<file path="config.mk">
export PLATFORM = sky130hd
export DESIGN_NAME = vector_argmax_flat
export DESIGN_NICKNAME = d
export VERILOG_FILES = /design/src/rtl/vector_argmax_if.sv /design/src/rtl/vector_argmax.sv /design/src/flat_wrapper.sv
export SDC_FILE = /design/constraint.sdc
export NUM_CORES = 1
export LEC_CHECK = 0
export ABC_AREA = 0
export BUFFER_PORTS_ARGS = -buffer_cell sky130_fd_sc_hd__buf_2
export CAP_MARGIN = 25
export CORE_AREA = 2 2 178 110
export CTS_BUF_LIST = sky130_fd_sc_hd__clkbuf_8
export CTS_CLUSTER_DIAMETER = 80
export DETAILED_ROUTE_END_ITERATION = 6
export DIE_AREA = 0 0 180 112
export HOLD_SLACK_MARGIN = 0.06
export PLACE_DENSITY = 0.67
export REMOVE_ABC_BUFFERS = 1
export SLEW_MARGIN = 20
export SYNTH_ARGS = -nofsm -noshare
export SYNTH_HDL_FRONTEND = slang
export SYNTH_SLANG_ARGS = --single-unit
export TNS_END_PERCENT = 50
</file>
<file path="constraint.sdc">
create_clock -name clk -period 3.03 [get_ports clk]
set_input_delay 0.303 -clock clk [delete_from_list [all_inputs] [get_ports clk]]
set_output_delay 0.303 -clock clk [all_outputs]
set_load 0.05 [all_outputs]
</file>
<file path="src/rtl/vector_argmax_if.sv">
`default_nettype none
// ============================================================================
// Module   : vector_argmax_if
// Brief    : PS control/status, y BRAM port and result bundle for vector_argmax.
// Revision : 1.0
// ============================================================================
interface vector_argmax_if #(
    parameter int ADDR_Y_SIZE = 12
);
    logic [31:0]            ps_control;
    logic [31:0]            pl_status;
    logic [ADDR_Y_SIZE-1:0] bram_addr_y;
    logic [31:0]            bram_rddata_y;
    logic [31:0]            bram_wrdata_y;
    logic [3:0]             bram_we_y;
    logic [15:0]            result_index;
    logic [31:0]            result_value;

    modport master (
        output ps_control,
        input  pl_status,
        input  bram_addr_y,
        output bram_rddata_y,
        input  bram_wrdata_y,
        input  bram_we_y,
        input  result_index,
        input  result_value
    );

    modport slave (
        input  ps_control,
        output pl_status,
        output bram_addr_y,
        input  bram_rddata_y,
        output bram_wrdata_y,
        output bram_we_y,
        output result_index,
        output result_value
    );
endinterface
`default_nettype wire

</file>
<file path="src/rtl/vector_argmax.sv">
`default_nettype none
// ============================================================================
// Module   : vector_argmax
// Brief    : Scans length_M floats in the y BRAM, reports the maximum and index.
// Revision : 1.0
// ============================================================================
module vector_argmax #(
    parameter int ADDR_Y_SIZE = 12,
    parameter int LENGTH_M    = 128
) (
    input  logic           clk,
    input  logic           reset,
    vector_argmax_if.slave bus
);
    localparam int                     CNT_W       = $clog2(LENGTH_M + 1);
    localparam logic [CNT_W-1:0]       c_len       = CNT_W'(LENGTH_M);
    localparam logic [15:0]            c_last_idx  = 16'(LENGTH_M - 1);
    localparam logic [ADDR_Y_SIZE-1:0] c_addr_step = ADDR_Y_SIZE'(4);

    typedef enum logic [1:0] {
        S_IDLE = 2'd0,
        S_SCAN = 2'd1,
        S_DONE = 2'd2
    } state_t;

    state_t                 r_state;
    state_t                 w_next;
    logic [ADDR_Y_SIZE-1:0] r_addr;
    logic [CNT_W-1:0]       r_rd_cnt;
    logic [1:0]             r_vld;
    logic [15:0]            r_cmp_idx;
    logic                   r_fin;
    logic [31:0]            r_best_key;
    logic [15:0]            r_res_idx;
    logic [31:0]            r_res_val;
    logic                   w_start;
    logic                   w_issue;
    logic                   w_cmp;
    logic                   w_take;
    logic [31:0]            w_key;
    logic                   w_unused;

    assign w_start  = bus.ps_control[0];
    assign w_unused = &{1'b0, bus.ps_control[31:1]};
    assign w_issue  = (r_rd_cnt < c_len);
    assign w_cmp    = (r_state == S_SCAN) && r_vld[1];

    // Map float bits onto an unsigned total order: negatives inverted, positives get MSB set.
    assign w_key  = bus.bram_rddata_y[31] ? ~bus.bram_rddata_y
                                          : {1'b1, bus.bram_rddata_y[30:0]};
    assign w_take = w_cmp && ((r_cmp_idx == 16'd0) || (w_key > r_best_key));

    assign bus.pl_status     = {31'd0, (r_state == S_DONE)};
    assign bus.bram_addr_y   = r_addr;
    assign bus.bram_wrdata_y = 32'd0;
    assign bus.bram_we_y     = 4'd0;
    assign bus.result_index  = r_res_idx;
    assign bus.result_value  = r_res_val;

    always_ff @(posedge clk or negedge reset) begin
        if (!reset) begin
            r_state <= S_IDLE;
        end else begin
            r_state <= w_next;
        end
    end

    always_comb begin
        w_next = r_state;
        case (r_state)
            S_IDLE:  if (w_start) w_next = S_SCAN;
            S_SCAN:  if (r_fin)   w_next = S_DONE;
            S_DONE:  if (!w_start) w_next = S_IDLE;
            default: w_next = S_IDLE;
        endcase
    end

    // r_vld[0]: address on the bus is a live element; r_vld[1]: read data is live.
    always_ff @(posedge clk or negedge reset) begin
        if (!reset) begin
            r_addr     <= '0;
            r_rd_cnt   <= '0;
            r_vld      <= '0;
            r_cmp_idx  <= '0;
            r_fin      <= 1'b0;
            r_best_key <= '0;
            r_res_idx  <= '0;
            r_res_val  <= '0;
        end else if (r_state == S_IDLE) begin
            if (w_start) begin
                r_addr     <= '0;
                r_rd_cnt   <= CNT_W'(1);
                r_vld      <= 2'b01;
                r_cmp_idx  <= '0;
                r_fin      <= 1'b0;
                r_best_key <= '0;
                r_res_idx  <= '0;
                r_res_val  <= '0;
            end
        end else if (r_state == S_SCAN) begin
            if (w_issue) begin
                r_addr   <= r_addr + c_addr_step;
                r_rd_cnt <= r_rd_cnt + CNT_W'(1);
            end
            r_vld <= {r_vld[0], w_issue};
            if (w_cmp) begin
                r_cmp_idx <= r_cmp_idx + 16'd1;
                if (r_cmp_idx == c_last_idx) begin
                    r_fin <= 1'b1;
                end
            end
            if (w_take) begin
                r_best_key <= w_key;
                r_res_idx  <= r_cmp_idx;
                r_res_val  <= bus.bram_rddata_y;
            end
        end
    end
endmodule
`default_nettype wire

</file>
<file path="src/flat_wrapper.sv">
// flat-port wrapper written by rule: the top's interface ports become plain ports
module vector_argmax_flat 
#(
    parameter int ADDR_Y_SIZE = 12,
    parameter int LENGTH_M    = 128
)
  (clk, reset, bus_ps_control, bus_pl_status, bus_bram_addr_y, bus_bram_rddata_y, bus_bram_wrdata_y, bus_bram_we_y, bus_result_index, bus_result_value);
  vector_argmax_if #(.ADDR_Y_SIZE(ADDR_Y_SIZE)) bus_i ();
  input  logic clk;
  input  logic reset;
  input wire logic [$bits(bus_i.ps_control)-1:0] bus_ps_control;
  output wire logic [$bits(bus_i.pl_status)-1:0] bus_pl_status;
  output wire logic [$bits(bus_i.bram_addr_y)-1:0] bus_bram_addr_y;
  input wire logic [$bits(bus_i.bram_rddata_y)-1:0] bus_bram_rddata_y;
  output wire logic [$bits(bus_i.bram_wrdata_y)-1:0] bus_bram_wrdata_y;
  output wire logic [$bits(bus_i.bram_we_y)-1:0] bus_bram_we_y;
  output wire logic [$bits(bus_i.result_index)-1:0] bus_result_index;
  output wire logic [$bits(bus_i.result_value)-1:0] bus_result_value;
  assign bus_i.ps_control = bus_ps_control;
  assign bus_pl_status = bus_i.pl_status;
  assign bus_bram_addr_y = bus_i.bram_addr_y;
  assign bus_i.bram_rddata_y = bus_bram_rddata_y;
  assign bus_bram_wrdata_y = bus_i.bram_wrdata_y;
  assign bus_bram_we_y = bus_i.bram_we_y;
  assign bus_result_index = bus_i.result_index;
  assign bus_result_value = bus_i.result_value;
  vector_argmax #(.ADDR_Y_SIZE(ADDR_Y_SIZE), .LENGTH_M(LENGTH_M)) u_core (.clk(clk), .reset(reset), .bus(bus_i));
endmodule
</file>
==> flow_summary.toml <==
[cts]
cts_tree = "done"
post_cts_buffers = 0
clk_pin_slew_worst_paths_ps = 80
cts_buffers = 17
cts.sink_count = 119
h-tree-depth = 4
ctsHoldBuffers = 1
cts_root_buffer = "clkbuf_8"
clock_latency_ps = 440
clockBufferDepth = 2
cts_resized = 0

[final_layout]
postLayoutCoreUtil_pct = 39.8
drive_gt1_share_pct = 20.8
antennaDiodeCount = 0
nets = 806
synthToLayoutAreaGrowth_pct = 16.3
fin_area_sq_um = 7400

[placement]
io_buffers = 93
placed_cell_area_sq_um = 6930
gp_congestion = 0.771
hpwl_um = 9420

[sta]
clock.fmax_mhz = 355
finalCritPeriodShare_pct = 93.1
period_needed_ps = 2820
slew_headroom_pct = 63.5
worst_slew_pin_slew_ps = 548
clock_skew_ps = 12.8
hold_viol_final = 0
rsz0062_at_grt = "false"
drv_slew = 0
setup_viol = 0
fin_setup_tns_ps = 0

[power_and_ir_drop]
total_power_mw = 8.36
leakage_nw = 3.74
vdd_drop_max_mv = 0.686
powerDensity_nw_per_um2 = 1130

[worst_hold_path]
hold_depth = 2
hold_start = "bus_bram_rddata_y[14]"
min_to = "u_core.bus.result_value[14]"
hold_class = "in2reg"

[die]
ios = 194
die_area_sq_um = 20200
die_h_um = 112
core_area_sq_um = 18600
initial_core_util_pct = 34.2
die_x_um = 180
row_count = 39

[yosys]
async_flop_share_pct = 100
yosysTopAreaCell = "dfrtp_1"
ys_top_cells_by_area = "dfrtp_1, a22o_1, buf_4"
synth_area_sq_um = 6360
yosysUniqueCellTypes = 44
syn_area_per_cell_sq_um = 10.5
synth-edff-count = 0
synth_ff_type = "dfrtp_1"
synth.yosys.warnings = 0
syn_inst = 604
synth-seq-area-share_pct = 46.8
yosysTopAreaCellShare_pct = 46.8
synth_seq_cells = 119

[critical_path]
r2r-end = "u_core.r_best_key[31]"
reg2reg_slack_ps = 210
cp_max_fo = 62
path_cells = "or4_1 -> nor4_2 -> a41oi_1 -> a31oi_1 -> o311a_2 -> buf_12 -> a22o_1"
crit_arrival_ps = 3190
reg2regPathDepth = 7
cp-end-kind = "flip-flop"
slowest_stage = "or4_1"
max_stage_delay_ps = 560
start_kind = "flip-flop"
critPathRequiredTime_ps = 3400
worstSetupPathType = "reg2reg"
r2r-start = "u_core.r_cmp_idx[11]"

[routing]
vias = 4486
wl_per_cell_um = 14.5
route.detailed.drc = 0
first_pass_iters = 5
vias_per_cell = 4.66
drtAntennaViolNets = 0
routed_wirelength_um = 14000
drtIter0Drc = 250

[global_routing]
grt_pass1_wl_um = 23200
grt_overflow = 0
grt_max_degree = 84
grtUsageTotal_pct = 14.6
antenna_found_initial = 0
grt_pass1_vias = 4369

[outcome]
outcome = "finished clean"

[run]
drv_cap = 0
-- where the power goes --
group | internal [mW] | switching, mW
Combinational | 1.39 | 2.72
Sequential | 2.16 | 0.385
Clock | 0.984 | 0.725
Total | 4.53 | 3.83
-- placed cells by master, fill, tap and decap left out, types with 2 or more instances in the layout --
master / synthesis / routed
a31oi_1: 2 / 2
nand2b_1: 2 / 2
a22o_1: 84 / 84
nor2b_1: 2 / 2
and3_1: 5 / 5
dfrtp_1: 119 / 119
clkinvlp_4: 0 / 4
nor2_1: 33 / 33
buf_12: 0 / 4
nor3_1: 2 / 2
buf_2: 1 / 92
conb_1: 1 / 69
xor2_1: 46 / 46
nand4_1: 16 / 16
inv_6: 0 / 3
or3_1: 10 / 10
xnor2_1: 3 / 3
buf_4: 77 / 14
nor4_1: 4 / 4
clkbuf_8: 0 / 17
nand3_1: 10 / 10
o21ai_0: 19 / 19
a211oi_1: 2 / 2
inv_1: 40 / 40
mux2i_1: 2 / 2
ha_1: 36 / 36
clkinv_2: 0 / 2
bufinv_16: 0 / 5
or4_1: 2 / 2
a21oi_1: 23 / 23
nand2_1: 23 / 23
or2_2: 2 / 2
-- worst max-delay path: cells and delay by family (launching register included) --
family	cells	cell delay, ps
flops	1	460
compound gates	4	1080
simple gates	2	910
buf+inv	1	290
-- synthesized netlist by cell type, types with 2 or more instances --
| master | instances |
|---|---|
| xnor2_1 | 3 |
| clkbuf_1 | 17 |
| nand2b_1 | 2 |
| nand3_1 | 10 |
| nor3b_1 | 2 |
| o21ai_0 | 19 |
| nor2_1 | 33 |
| a21oi_1 | 23 |
| and3_1 | 5 |
| a22o_1 | 84 |
| nor2b_1 | 2 |
| xor2_1 | 46 |
| nand2_1 | 23 |
| nor3_1 | 2 |
| dfrtp_1 | 119 |
| nand4_1 | 16 |
| a31oi_1 | 2 |
| or3_1 | 10 |
| nor4_1 | 4 |
| buf_4 | 77 |
| mux2i_1 | 2 |
| ha_1 | 36 |
| or4_1 | 2 |
| buf_1 | 3 |
| a211oi_1 | 2 |
| o311a_1 | 2 |
| inv_1 | 40 |
| or2_2 | 2 |
-- through the flow --
stage	instances	setup WS [ps]	hold WS, ps
finish	963	210	104
global route	963	78.3	81.6
CTS	963	213	69.0
detailed placement	930	-1.91	311
global placement	930	3.31	307
floorplan	574	-3290	7.41
-- sequential cells by signal (all words and copies together), names as in the netlist --
| signal | cells |
|---|---|
| u_core.r_cmp_idx | 16 |
| u_core.bus.bram_addr_y | 10 |
| u_core.r_vld | 2 |
| u_core.bus.result_value | 32 |
| u_core.r_best_key | 32 |
| u_core.bus.result_index | 16 |
| u_core.r_fin | 1 |
| u_core.r_rd_cnt | 8 |
| u_core.r_state | 2 |
-- layout make-up --
cell class | count | area [sq um]
sequential | 119 | 2980
clock inverter | 15 | 225
tap | 246 | 308
fill | 1834 | 11200
clock buffer | 17 | 234
inverter | 40 | 150
timing repair buffer | 111 | 656
multi-input combinational | 415 | 2850
-- cell families (layout without fill, tap and decap cells) --
family,count (synthesis),after routing,synth area share [%]
AOI/OAI and AO/OA,142,142,16.9
buffers and inverters,138,183,12.7
DFF,119,119,46.8
and+or+nand+nor,116,116,9.22
xor gates and xnor gates,49,49,6.75
adders and majority gates,36,36,7.08
muxes,3,3,0.492
other,1,69,0.0589
-- how the worst max path moves through the flow --
stage,slack [ps],endpoint,startpoint
final,210,u_core.r_best_key[31],u_core.r_cmp_idx[11]
after detailed placement,-2,u_core.bus.result_value[1],bus_bram_rddata_y[31]
after CTS,210,u_core.r_best_key[31],u_core.r_cmp_idx[11]
after floorplan,-3290,u_core.bus.result_index[0],bus_bram_rddata_y[31]
after global placement,3,u_core.r_best_key[16],bus_bram_rddata_y[31]
after global routing,80,u_core.r_best_key[30],u_core.r_cmp_idx[11]
-- metal layers --
layer / vias to the layer above / GRT usage, % / share of wire [%]
met1: 2176 / 21.7 / 52
li1: 2202 / - / -
met2: 96 / 19.8 / 41
met3: 12 / 4.87 / 5.5
met4: 0 / 4.28 / 1.0
met5: - / 0 / 0
Note: power is estimated with default switching activity, not from simulation.
